`src/rtl/keypad_entry_n.sv`:
```
// -----------------------------------------------------------------------------
// keypad_entry_n
// Parametrised keypad front end for the microwave time-entry path.
// NUM_KEYS active-low key lines are debounced and priority-encoded (highest
// pressed index wins). Each accepted key produces a one-cycle active-low load
// strobe and is shifted into an NUM_DIGITS-deep digit register. In countdown
// mode (enablen=1) the keypad is ignored and a divider produces the 1 Hz tick.
//
// Optional feature: define KEYPAD_AUTOREPEAT_EN to re-accept a key that stays
// held for REPEAT_CYCLES cycles. With the macro undefined there is exactly one
// accept per press.
//
// Ports:
//   clk      in   system clock, rising edge
//   clear    in   synchronous active-high reset
//   keypad   in   [NUM_KEYS-1:0] active-low key lines (0 = pressed)
//   enablen  in   0 = entry mode, 1 = countdown mode
//   D        out  [CODE_W-1:0] code of last accepted key
//   digits   out  [NUM_DIGITS*CODE_W-1:0] entered codes, newest in LSBs
//   loadn    out  low for exactly one cycle per accepted key
//   pgt_1hz  out  one-cycle high tick (divider tick or accept strobe)
// -----------------------------------------------------------------------------
module keypad_entry_n #(
   parameter  int NUM_KEYS        = 10,
   parameter  int NUM_DIGITS      = 4,
   parameter  int DEBOUNCE_CYCLES = 7,
   parameter  int DIV_CYCLES      = 50000000,
   parameter  int REPEAT_CYCLES   = 25000000,
   localparam int CODE_W          = (NUM_KEYS > 1) ? $clog2(NUM_KEYS) : 1
) (
   input  logic                         clk,
   input  logic                         clear,
   input  logic [NUM_KEYS-1:0]          keypad,
   input  logic                         enablen,
   output logic [CODE_W-1:0]            D,
   output logic [NUM_DIGITS*CODE_W-1:0] digits,
   output logic                         loadn,
   output logic                         pgt_1hz
);

   localparam int DIG_W = NUM_DIGITS * CODE_W;
   localparam int DEB_W = $clog2(DEBOUNCE_CYCLES + 1);
   localparam int DIV_W = (DIV_CYCLES > 1) ? $clog2(DIV_CYCLES) : 1;
   localparam int REP_W = $clog2(REPEAT_CYCLES + 1);

`ifdef KEYPAD_AUTOREPEAT_EN
   localparam bit AUTOREPEAT = 1'b1;
`else
   // Constant-false enable: the repeat counter never leaves zero and folds away.
   localparam bit AUTOREPEAT = 1'b0;
`endif

   // Counters compare against "last" values so they never exceed their maximum.
   localparam logic [DEB_W-1:0] DEB_LAST = DEB_W'(DEBOUNCE_CYCLES - 1);
   localparam logic [DIV_W-1:0] DIV_LAST = DIV_W'(DIV_CYCLES - 1);
   localparam logic [REP_W-1:0] REP_LAST = REP_W'(REPEAT_CYCLES - 1);

   typedef enum logic [1:0] {
      IDLE      = 2'd0,
      DEB_PRESS = 2'd1,
      ACCEPT    = 2'd2,
      HELD      = 2'd3
   } state_t;

   // Returns {any, cand}: any pressed line, and the highest pressed index.
   function automatic logic [CODE_W:0] encode_keys(input logic [NUM_KEYS-1:0] lines);
      logic [CODE_W:0] res;
      res = '0;
      for (int i = 0; i < NUM_KEYS; i++) begin
         if (!lines[i]) begin
            res = {1'b1, CODE_W'(i)};
         end else begin
            res = res;
         end
      end
      return res;
   endfunction

   state_t              state_r, state_next;
   logic [DEB_W-1:0]    cnt_r, cnt_next;
   logic [REP_W-1:0]    rep_r, rep_next;
   logic [DIV_W-1:0]    div_r, div_next;
   logic [CODE_W-1:0]   held_r, held_next;
   logic [CODE_W-1:0]   d_r, d_next;
   logic [DIG_W-1:0]    digits_r, digits_next;
   logic                loadn_r, loadn_next;
   logic                pgt_r, pgt_next;

   logic [CODE_W:0]     enc_s;
   logic                any_s;
   logic [CODE_W-1:0]   cand_s;
   logic                accept_s;
   logic                tick_s;

   assign enc_s  = encode_keys(keypad);
   assign any_s  = enc_s[CODE_W];
   assign cand_s = enc_s[CODE_W-1:0];

   // FSM state, debounce/repeat counters, held code and divider.
   always_ff @(posedge clk) begin
      if (clear) begin
         state_r <= IDLE;
         cnt_r   <= '0;
         rep_r   <= '0;
         div_r   <= '0;
         held_r  <= '0;
      end else begin
         state_r <= state_next;
         cnt_r   <= cnt_next;
         rep_r   <= rep_next;
         div_r   <= div_next;
         held_r  <= held_next;
      end
   end

   // Next-state logic: debounce press, accept, debounce release, auto-repeat.
   always_comb begin
      state_next = state_r;
      cnt_next   = cnt_r;
      rep_next   = rep_r;
      held_next  = held_r;
      if (enablen) begin
         // Countdown mode aborts any entry in progress.
         state_next = IDLE;
         cnt_next   = '0;
         rep_next   = '0;
      end else begin
         case (state_r)
            IDLE: begin
               if (any_s) begin
                  state_next = DEB_PRESS;
                  held_next  = cand_s;
                  cnt_next   = DEB_W'(1);
               end else begin
                  cnt_next   = '0;
               end
            end
            DEB_PRESS: begin
               if (!any_s) begin
                  state_next = IDLE;
                  cnt_next   = '0;
               end else if (cand_s != held_r) begin
                  // A different key restarts the stability window.
                  held_next  = cand_s;
                  cnt_next   = DEB_W'(1);
               end else if (cnt_r >= DEB_LAST) begin
                  state_next = ACCEPT;
                  cnt_next   = '0;
               end else begin
                  cnt_next   = cnt_r + DEB_W'(1);
               end
            end
            ACCEPT: begin
               state_next = HELD;
               cnt_next   = '0;
               rep_next   = '0;
            end
            HELD: begin
               if (any_s) begin
                  cnt_next = '0;
                  if (AUTOREPEAT && (cand_s == held_r)) begin
                     if (rep_r >= REP_LAST) begin
                        state_next = ACCEPT;
                        rep_next   = '0;
                     end else begin
                        rep_next   = rep_r + REP_W'(1);
                     end
                  end else begin
                     rep_next = '0;
                  end
               end else begin
                  rep_next = '0;
                  if (cnt_r >= DEB_LAST) begin
                     state_next = IDLE;
                     cnt_next   = '0;
                  end else begin
                     cnt_next   = cnt_r + DEB_W'(1);
                  end
               end
            end
            default: begin
               state_next = IDLE;
               cnt_next   = '0;
               rep_next   = '0;
            end
         endcase
      end
   end

   // Divider runs only in countdown mode; held at zero during entry mode.
   always_comb begin
      tick_s = 1'b0;
      if (enablen) begin
         if (div_r >= DIV_LAST) begin
            tick_s   = 1'b1;
            div_next = '0;
         end else begin
            div_next = div_r + DIV_W'(1);
         end
      end else begin
         div_next = '0;
      end
   end

   // Output logic: values the output registers take on the next edge.
   always_comb begin
      accept_s    = (!enablen) && (state_r == ACCEPT);
      loadn_next  = ~accept_s;
      pgt_next    = enablen ? tick_s : accept_s;
      if (accept_s) begin
         d_next      = held_r;
         digits_next = (digits_r << CODE_W) | DIG_W'(held_r);
      end else begin
         d_next      = d_r;
         digits_next = digits_r;
      end
   end

   // Registered outputs.
   always_ff @(posedge clk) begin
      if (clear) begin
         d_r      <= '0;
         digits_r <= '0;
         loadn_r  <= 1'b1;
         pgt_r    <= 1'b0;
      end else begin
         d_r      <= d_next;
         digits_r <= digits_next;
         loadn_r  <= loadn_next;
         pgt_r    <= pgt_next;
      end
   end

   assign D       = d_r;
   assign digits  = digits_r;
   assign loadn   = loadn_r;
   assign pgt_1hz = pgt_r;

endmodule

```
`config.mk`:
```
export PLATFORM = sky130hd
export DESIGN_NAME = keypad_entry_n
export DESIGN_NICKNAME = d
export VERILOG_FILES = /design/src/rtl/keypad_entry_n.sv
export SDC_FILE = /design/constraint.sdc
export NUM_CORES = 1
export LEC_CHECK = 0
export CAP_MARGIN = 20
export CORE_MARGIN = 2
export CORE_UTILIZATION = 53
export DETAILED_ROUTE_END_ITERATION = 16
export GPL_TIMING_DRIVEN = 0
export PLACE_DENSITY = 0.78
export RECOVER_POWER = 25
export SKIP_CTS_REPAIR_TIMING = 1
export SYNTH_ARGS = -nofsm -noshare
export SYNTH_HDL_FRONTEND = slang
export SYNTH_SLANG_ARGS = --single-unit
```
`constraint.sdc`:
```
create_clock -name clk -period 2.3 [get_ports clk]
set_input_delay 0.23 -clock clk [delete_from_list [all_inputs] [get_ports clk]]
set_output_delay 0.23 -clock clk [all_outputs]
set_load 0.1 [all_outputs]
```
==> metrics.yaml <==
outcome:
  status: "finished clean"
sta:
  maxSlewHeadroom: 0.333
  fmax_mhz: 459
  fin_crit_sh: 0.947
  rsz0062_at_grt: "false"
  period_minus_slack_ps: 2180
  drv_slew: 0
  setup_viol: 0
  worst_pin_slew_ps: 997
  hold_violations: 0
  skew_ps: 8.31
synth:
  netlist_instances: 291
  synth_nets: 307
  synth_edf_count: 0
  seq_area_frac_synth: 0.441
  ys_warn_count: 0
  syn_area_um2: 2410
  syn_area_per_cell_um2: 8.27
  async_flop_share: 0
  synth.distinct_cells: 45
  synth_top_flop_cell: "dfxtp_1"
  ys_seq_elements: 53
detailed_routing:
  post_drt_wl_per_cell_um: 11.7
  drc: 0
  viasPerCell: 5.31
  vias: 2039
  totalWireLength_um: 4510
  drt_iter0_drc: 91
  firstDrtPassIters: 4
  antenna_left: 0
floorplan:
  dieArea_um2: 5090
  num_io_pins: 35
  core.rowCount: 24
  die_x_um: 71.4
  die_h_um: 71.4
  initial_utilization: 0.553
  core-area_um2: 4350
flow_run:
  cap_violations: 0
power:
  p_switching_mw: 0.341
  p_comb_frac: 0.062
  power.total_mw: 1.67
  pwr-share-seq: 0.559
  power_density_nw_per_um2: 571
  internal_power_mw: 1.33
  power_switching_share: 0.204
  clockPowerShare: 0.379
  p_leak_nw: 1.06
  max-vdd-ir-drop_mv: 0.421
cells_and_area:
  final-seq-area_um2: 1060
  fillers: 374
  syn_to_final_growth_pct: 21.5
  final_nets: 347
  multiInputGateArea_um2: 1220
  instances_no_fill: 384
  drive_above_1_share: 0.0572
  layout_common_cells: "53 x dfxtp_1, 53 x nand2_1, 32 x nor2_1, 32 x clkdlybuf4s50_1, 25 x a21oi_1"
  n_antenna_cell: 0
clock_network:
  cts_buffers: 5
  cts_root_buf: "clkbuf_8"
  cts_max_path_buffers: 2
  cts_sinks: 53
  clk_latency_ps: 300
  cts_tree: "done"
  cts.htree.levels: 2
  clkTransAtPathRegs_ps: 90
critical_path:
  end_kind: "primary output"
  cp.arrival_ps: 1950
  worstPathRequired_ps: 2070
  path_max_fanout: 4
  r2r_slack_ps: 230
  path_class: "reg2out"
  start_kind: "register"
place:
  portBuffers: 33
  gp_congestion: 0.857
  place_inst: 376
  dp_hpwl_um: 3340
grt:
  first_global_vias: 1902
  antenna_found_initial: 0
  grt_pass1_wl_um: 7830
  grt_max_degree: 16
  gr-usage-all-layers: 0.189
  grt_remaining_overflow: 0
worst_hold_path:
  hold_class: "in2reg"
final timing paths:
path | from | to | depth (start not counted)
max | D[1]$_SDFFE_PP0P_ | digits[1] | 2
min | clear | loadn$_SDFF_PP1_ | 2
max reg2reg | div_r[11]$_SDFF_PP0_ | div_r[20]$_SDFF_PP0_ | 8
min reg2reg | div_r[0]$_SDFF_PP0_ | div_r[0]$_SDFF_PP0_ | 1
logic make-up (layout without fill, tap and decap cells):
logic type | after synthesis | in the layout | share of synthesized area
AND/OR/NAND/NOR | 137 | 137 | 0.271
XOR/XNOR | 26 | 26 | 0.0946
flip-flops | 53 | 53 | 0.441
AO/OA/AOI/OAI | 47 | 47 | 0.123
adder cells (fa/ha/maj) | 3 | 3 | 0.0156
buffers and inverters | 25 | 66 | 0.0551
sequential cells by signal, indices dropped and copies added (netlist names), named ones only:
register	cells
D	3
cnt_r	3
digits	13
div_r	26
held_r	4
loadn	1
pgt_1hz	1
state_r	1
cell type report:
class / count / share of cell area
sequential: 53 / 0.363
clock inverter: 1 / 0.0103
tap: 52 / 0.0223
timing repair buffer: 33 / 0.113
clock buffer: 7 / 0.0295
buffer: 18 / 0.0364
inverter: 7 / 0.00899
multi-input combinational: 213 / 0.417
Yosys cell counts (all sizes together), types with 2 or more instances:
library cell   n  area, µm²
a211oi         2       15.0
or3            4       25.0
o211ai         2       15.0
nor4           3       18.8
o21ai          2       10.0
and2           3       18.8
nor3b          2       15.0
a21oi         26        134
nand3         10       50.1
nor3           5       25.0
o32ai          2       17.5
nor2          32        120
inv            7       26.3
xnor2          9       78.8
nand2         53        199
nand3b         2       15.0
o21a           2       15.0
xor2          17        149
ha             3       37.5
clkbuf        10       37.5
nand4b         2       17.5
and3b          2       17.5
and3           7       43.8
nand4          2       12.5
nand2b         5       31.3
a31oi          3       18.8
and4           2       20.0
dfxtp         53       1060
buf            8       68.8
power by group through the flow:
stage               combinational (mW)  clock (mW)  sequential [mW]
floorplan                       0.0648           0            0.952
global placement                 0.101           0            0.954
detailed placement               0.102           0            0.955
CTS                              0.103       0.650            0.933
global route                     0.115       0.690            0.935
finish                           0.103       0.633            0.933
routing by layer:
| metal | GRT usage | wire (µm) |
|---|---|---|
| met1 | 0.239 | 2160 |
| met2 | 0.321 | 2070 |
| met3 | 0.0534 | 233 |
| met4 | 0.0440 | 42 |
| met5 | 0 | 0 |
through the flow:
stage	cell area [µm²]	hold slack [ps]	util	TNS, ps	setup WS [ps]
finish	2920	318	0.672	0	121
floorplan	2410	411	-	0	395
detailed placement	2800	430	0.643	-744	-179
global route	2920	332	0.672	0	56.8
global placement	2800	423	0.643	-551	-160
CTS	2920	315	0.670	0	101
critical path, stage by stage, from the launching register on:
cell,delay [ps]
dfxtp_1,410
buf_4,130
clkdlybuf4s50_1,1110
No activity file was read; power rests on OpenSTA's default activity.
